[config.mk]
export PLATFORM = sky130hd
export DESIGN_NAME = pipe_stage_reg
export DESIGN_NICKNAME = d
export VERILOG_FILES = /design/src/rtl/pipeline_pkg.sv /design/src/rtl/pipe_sat_counter.sv /design/src/rtl/pipe_stage_reg.sv
export SDC_FILE = /design/constraint.sdc
export NUM_CORES = 1
export LEC_CHECK = 0
export ABC_AREA = 0
export CORE_UTILIZATION = 23
export DETAILED_ROUTE_END_ITERATION = 16
export GPL_TIMING_DRIVEN = 0
export HOLD_SLACK_MARGIN = 0.06
export SKIP_CTS_REPAIR_TIMING = 1
export SYNTH_ARGS = -nofsm -noshare
export SYNTH_HDL_FRONTEND = slang
export SYNTH_SLANG_ARGS = --single-unit
[constraint.sdc]
create_clock -name clk -period 30.8 [get_ports clk]
set_clock_uncertainty 0.15 [all_clocks]
set_input_delay 7.7 -clock clk [delete_from_list [all_inputs] [get_ports clk]]
set_output_delay 7.7 -clock clk [all_outputs]
set_load 0.005 [all_outputs]
[src/rtl/pipeline_pkg.sv]
// +-----------------------------------------------------------------------+
// | pipeline_pkg : shared types and default bus widths for stage registers |
// | Revision 1.0                                                           |
// +-----------------------------------------------------------------------+
`default_nettype none

package pipeline_pkg;

  // Encoding doubles as {main_valid, skid_valid}; 2'b01 is unreachable.
  typedef enum logic [1:0] {
    EMPTY = 2'b00,
    ONE   = 2'b10,
    FULL  = 2'b11
  } stage_state_t;

  localparam int PERF_CNT_W = 32;

  localparam int IF_ID_W  = 96;
  localparam int ID_EX_W  = 294;
  localparam int EX_MEM_W = 160;
  localparam int MEM_WB_W = 104;

endpackage

`default_nettype wire

[src/rtl/pipe_sat_counter.sv]
// +-----------------------------------------------------------------------+
// | pipe_sat_counter : up-counter with increment enable, sticks at max     |
// | Revision 1.0                                                           |
// +-----------------------------------------------------------------------+
`default_nettype none

module pipe_sat_counter #(
  parameter int WIDTH = 32
) (
  input  logic             clk,
  input  logic             reset,
  input  logic             inc,
  output logic [WIDTH-1:0] count
);

  always_ff @(posedge clk or posedge reset) begin
    if (reset) begin
      count <= '0;
    end else if (inc && (count != {WIDTH{1'b1}})) begin
      count <= count + 1'b1;
    end
  end

endmodule

`default_nettype wire

[src/rtl/pipe_stage_reg.sv]
// +-----------------------------------------------------------------------+
// | pipe_stage_reg : valid/ready pipeline register, 2-entry skid, flush.   |
// | PIPE_STAGE_PERF_EN adds stall_cycles / flush_count counters.           |
// | Revision 1.0                                                           |
// +-----------------------------------------------------------------------+
`default_nettype none

module pipe_stage_reg
  import pipeline_pkg::*;
#(
  parameter int               WIDTH         = ID_EX_W,
  parameter int               PRESERVE_LSBS = 1,
  parameter logic [WIDTH-1:0] RESET_VALUE   = '0
) (
  input  logic                  clk,
  input  logic                  reset,
  input  logic                  flush,
  input  logic                  in_valid,
  output logic                  in_ready,
  input  logic [WIDTH-1:0]      in_data,
  output logic                  out_valid,
  input  logic                  out_ready,
`ifdef PIPE_STAGE_PERF_EN
  output logic [PERF_CNT_W-1:0] stall_cycles,
  output logic [PERF_CNT_W-1:0] flush_count,
`endif
  output logic [WIDTH-1:0]      out_data
);

  // Ones in the low PRESERVE_LSBS positions; these bits survive a flush.
  localparam logic [WIDTH-1:0] KEEP_MASK = ~({WIDTH{1'b1}} << PRESERVE_LSBS);

  stage_state_t     state;
  stage_state_t     state_nxt;
  logic             main_valid;
  logic             skid_valid;
  logic [WIDTH-1:0] main_data;
  logic [WIDTH-1:0] skid_data;
  logic             in_fire;
  logic             out_fire;
  logic             load_main_in;
  logic             load_main_skid;
  logic             load_skid_in;

  assign in_ready  = ~skid_valid & ~reset;
  assign out_valid = main_valid;
  assign out_data  = main_data;
  assign in_fire   = in_valid & in_ready;
  assign out_fire  = main_valid & out_ready;

  always_ff @(posedge clk or posedge reset) begin
    if (reset) begin
      state <= EMPTY;
    end else begin
      state <= state_nxt;
    end
  end

  always_comb begin
    state_nxt = state;
    if (flush) begin
      state_nxt = EMPTY;
    end else begin
      case (state)
        EMPTY: if (in_fire) state_nxt = ONE;
        ONE: begin
          if (in_fire && !out_fire) state_nxt = FULL;
          else if (!in_fire && out_fire) state_nxt = EMPTY;
        end
        FULL:    if (out_fire) state_nxt = ONE;
        default: state_nxt = EMPTY;
      endcase
    end
  end

  always_comb begin
    main_valid     = state[1];
    skid_valid     = state[0];
    load_main_in   = 1'b0;
    load_main_skid = 1'b0;
    load_skid_in   = 1'b0;
    case (state)
      EMPTY: load_main_in = in_fire;
      ONE: begin
        load_main_in = in_fire & out_fire;
        load_skid_in = in_fire & ~out_fire;
      end
      FULL:    load_main_skid = out_fire;
      default: ;
    endcase
  end

  // Flush wins over any transfer in the same cycle; it only trims data.
  always_ff @(posedge clk or posedge reset) begin
    if (reset) begin
      main_data <= RESET_VALUE;
      skid_data <= RESET_VALUE;
    end else if (flush) begin
      main_data <= main_data & KEEP_MASK;
      skid_data <= skid_data & KEEP_MASK;
    end else begin
      if (load_main_in) begin
        main_data <= in_data;
      end else if (load_main_skid) begin
        main_data <= skid_data;
      end
      if (load_skid_in) begin
        skid_data <= in_data;
      end
    end
  end

`ifdef PIPE_STAGE_PERF_EN
  logic stall_inc;
  logic flush_inc;

  assign stall_inc = main_valid & ~out_ready;
  assign flush_inc = flush & main_valid;

  pipe_sat_counter #(
    .WIDTH(PERF_CNT_W)
  ) u_stall_cnt (
    .clk  (clk),
    .reset(reset),
    .inc  (stall_inc),
    .count(stall_cycles)
  );

  pipe_sat_counter #(
    .WIDTH(PERF_CNT_W)
  ) u_flush_cnt (
    .clk  (clk),
    .reset(reset),
    .inc  (flush_inc),
    .count(flush_count)
  );
`endif

endmodule

`default_nettype wire

==> qor.txt <==
Crit share post-route: 55.22%
Std cell rows: 120
Post-route ant nets: 0
Cells on worst reg2reg path: 7
RSZ-0062 raised after global routing: no
Mapped Cells: 2281
Clock Latency Late Sink: 0.63 ns
Storage element area: 0.01476 sq mm
Synth Flop Type: dfrtp_1
GP Congestion: 0.8170
Clk root buf: clkbuf_16
Gr usage total: 16.15%
Area taken by multi-input logic gates: 0.009470 sq mm
Final instance area: 0.03540 sq mm
Avg WL per Cell: 20.55 um
Number of global-route vias before repair: 20.65k
Synth async-reset ratio: 100.0%
DRT iter0 DRCs: 1041
Critical Path Start Type: input port
Syn_area_per_cell: 11.03 sq um
Via/cell ratio: 4.528
Crit path DAT: 9.16 ns
Largest net degree at the start of global routing: 115
FF-to-FF Start: state[0]
Hold Slack: 0.3351 ns
Syn nets: 2584
Slew @ Worst Pin: 1.258 ns
Clock-pin transition on the worst setup and hold timing paths: 0.06 ns
P_leak: 15.50 nW
Gate power share: 18.5%
CTS sink count: 590
Clock Power Share: 40.8%
Via count: 20.03k
Worst EP required: 22.95 ns
EDFF count, synth: 0
Initial Util: 23.34%
CTS Buffer Depth: 3
Layout cell share with drive strength beyond 1: 8.716%
H-tree depth: 3
Sw Share: 28.85%
Hold Crit Depth: 1
MaxCap Viol Count: 0
Most common cell after layout, fill and taps aside: clkdlybuf4s50_1
Commonest cells after routing, fill and taps aside: 594 x clkdlybuf4s50_1, 590 x dfrtp_1, 588 x nand2_1
Fillers: 10.96k
Placed cell areas: 0.03301 sq mm
Reg-to-reg endpoint: skid_data[123]
CP Class: input port to output pin
First-pass GRT wire length: 135.2 mm
Register share of total power: 40.7%
DPL Wire Length: 65.16 mm
IO Pins: 595
Critical Path Sink Type: output pin
Gr ovfl total: 0
Critical Path Fanout Max: 3
Sw Pwr: 0.0006012 W
Max frequency: 0.05880 GHz
Minimum clock period: 17.01 ns
Final Hold Viols: 0
DIE AREA: 0.1107 sq mm
I/O Buffers: 594
Initial antenna violation count: 27
Final wirelength: 90.89 mm
Hold Startpoint: out_data[175]
Relative slew slack: 16.11%
DRC Markers: 0
CTS tree: built
Placeable Area: 0.1078 sq mm
FF+latch count, synth: 590
Internal power: 0.001483 W
Final #Nets: 3256
Post-synth cell types: 25
Mapped Area: 0.02516 sq mm
Final setup violation count: 0
Layout Cells excl Fill: 4423
Area Overhead vs Synth: 40.68%
Yosys synthesis warning count: 0
Max Slew Vio Count: 0
Status: finished clean
R2R setup slack: 27.45 ns
Pwr dens: 58.87 mW/mm^2
Die X: 332.8 um
DR pass1 iterations: 5
CTS Buf Count: 71
Placed Cells: 4283
VDD IR max: 35.01 uV
Die Ht: 332.8 um
Sequential cell area fraction in the yosys report: 58.67%
Type of the worst min-delay path: register to register
Hold endpoint: out_data[175]
[state kept, by name, indices dropped and copies added (netlist names)]
name / count
out_data: 294
state: 2
skid_data: 294
[layout make-up]
type                    count  area share, %
clock buffers             102          5.885
inverters                   4        0.06362
diodes                     14        0.09896
plain buffers             195          2.580
flip-flops and latches    590          41.71
multi-input cells        1492          26.75
repair buffers            599          17.18
clock inverters            24         0.7705
well taps                1403          4.959
[cells by family after synthesis]
kind of cell	synth area share, %
AND/OR/NAND/NOR	9.149
AO/OA/AOI/OAI	16.41
flip-flops	58.67
multiplexers	11.87
buffers and inverters	3.690
adder cells (fa/ha/maj)	0.1989
[per-stage QoR]
step | setup TNS [ns] | utilization (%) | power, W | setup slack (ns)
finish | 0 | 32.84 | 0.002084 | 13.79
global route | 0 | 32.83 | 0.002183 | 13.79
CTS | 0 | 32.81 | 0.002121 | 13.76
detailed placement | 0 | 30.62 | 0.001254 | 13.77
global placement | -1187.29 | 30.49 | 0.001250 | -2.105
floorplan | 0 | - | 0.001073 | 6.439
[power by group through the flow]
stage	Sequential, W	Combinational [W]	Clock (W)
final	0.000847	0.000386	0.000851
after global routing	0.000852	0.000424	0.000906
after CTS	0.000847	0.000395	0.000879
after detailed placement	0.000860	0.000394	0
after global placement	0.000861	0.000389	0
after floorplan	0.000857	0.000216	0
[Yosys cell counts (2+ instances only)]
cell / count / area share (%)
dfrtp_1: 590 / 59
nand2_1: 588 / 8.8
mux2i_1: 294 / 12
a21oi_1: 293 / 5.8
o2bb2ai_1: 283 / 9.9
buf_2: 118 / 2.3
clkbuf_1: 70 / 1.0
o2bb2ai_2: 10 / 0.60
buf_4: 5 / 0.15
ha_1: 4 / 0.20
inv_1: 4 / 0.060
mux2_2: 4 / 0.18
and3_1: 2 / 0.050
and4b_1: 2 / 0.080
buf_6: 2 / 0.089
nor2_1: 2 / 0.030
nor3b_1: 2 / 0.060
[per-layer routing]
metal / track usage [%] / wire (um) / up-vias
met4: 5.932 / 2885 / 20
met3: 5.708 / 7094 / 158
met2: 25.87 / 42740 / 530
met1: 19.90 / 38040 / 9939
met5: 0 / 126 / -
li1: - / - / 9381
[worst max-delay path, cell delays in order]
cell,delay (ns)
clkdlybuf4s50_1,0.53
nor2_1,0.34
clkdlybuf4s50_1,0.59
[worst max-delay path by stage]
stage	start	to	slack [ns]	cells past startpoint
after global routing	reset	in_ready	13.79	3
after floorplan	reset	out_data[0]	6.44	1
final	reset	in_ready	13.79	3
after detailed placement	reset	in_ready	13.77	3
after global placement	reset	out_data[139]	-2.11	2
after CTS	reset	in_ready	13.76	3
(Power assumes the default switching activity.)
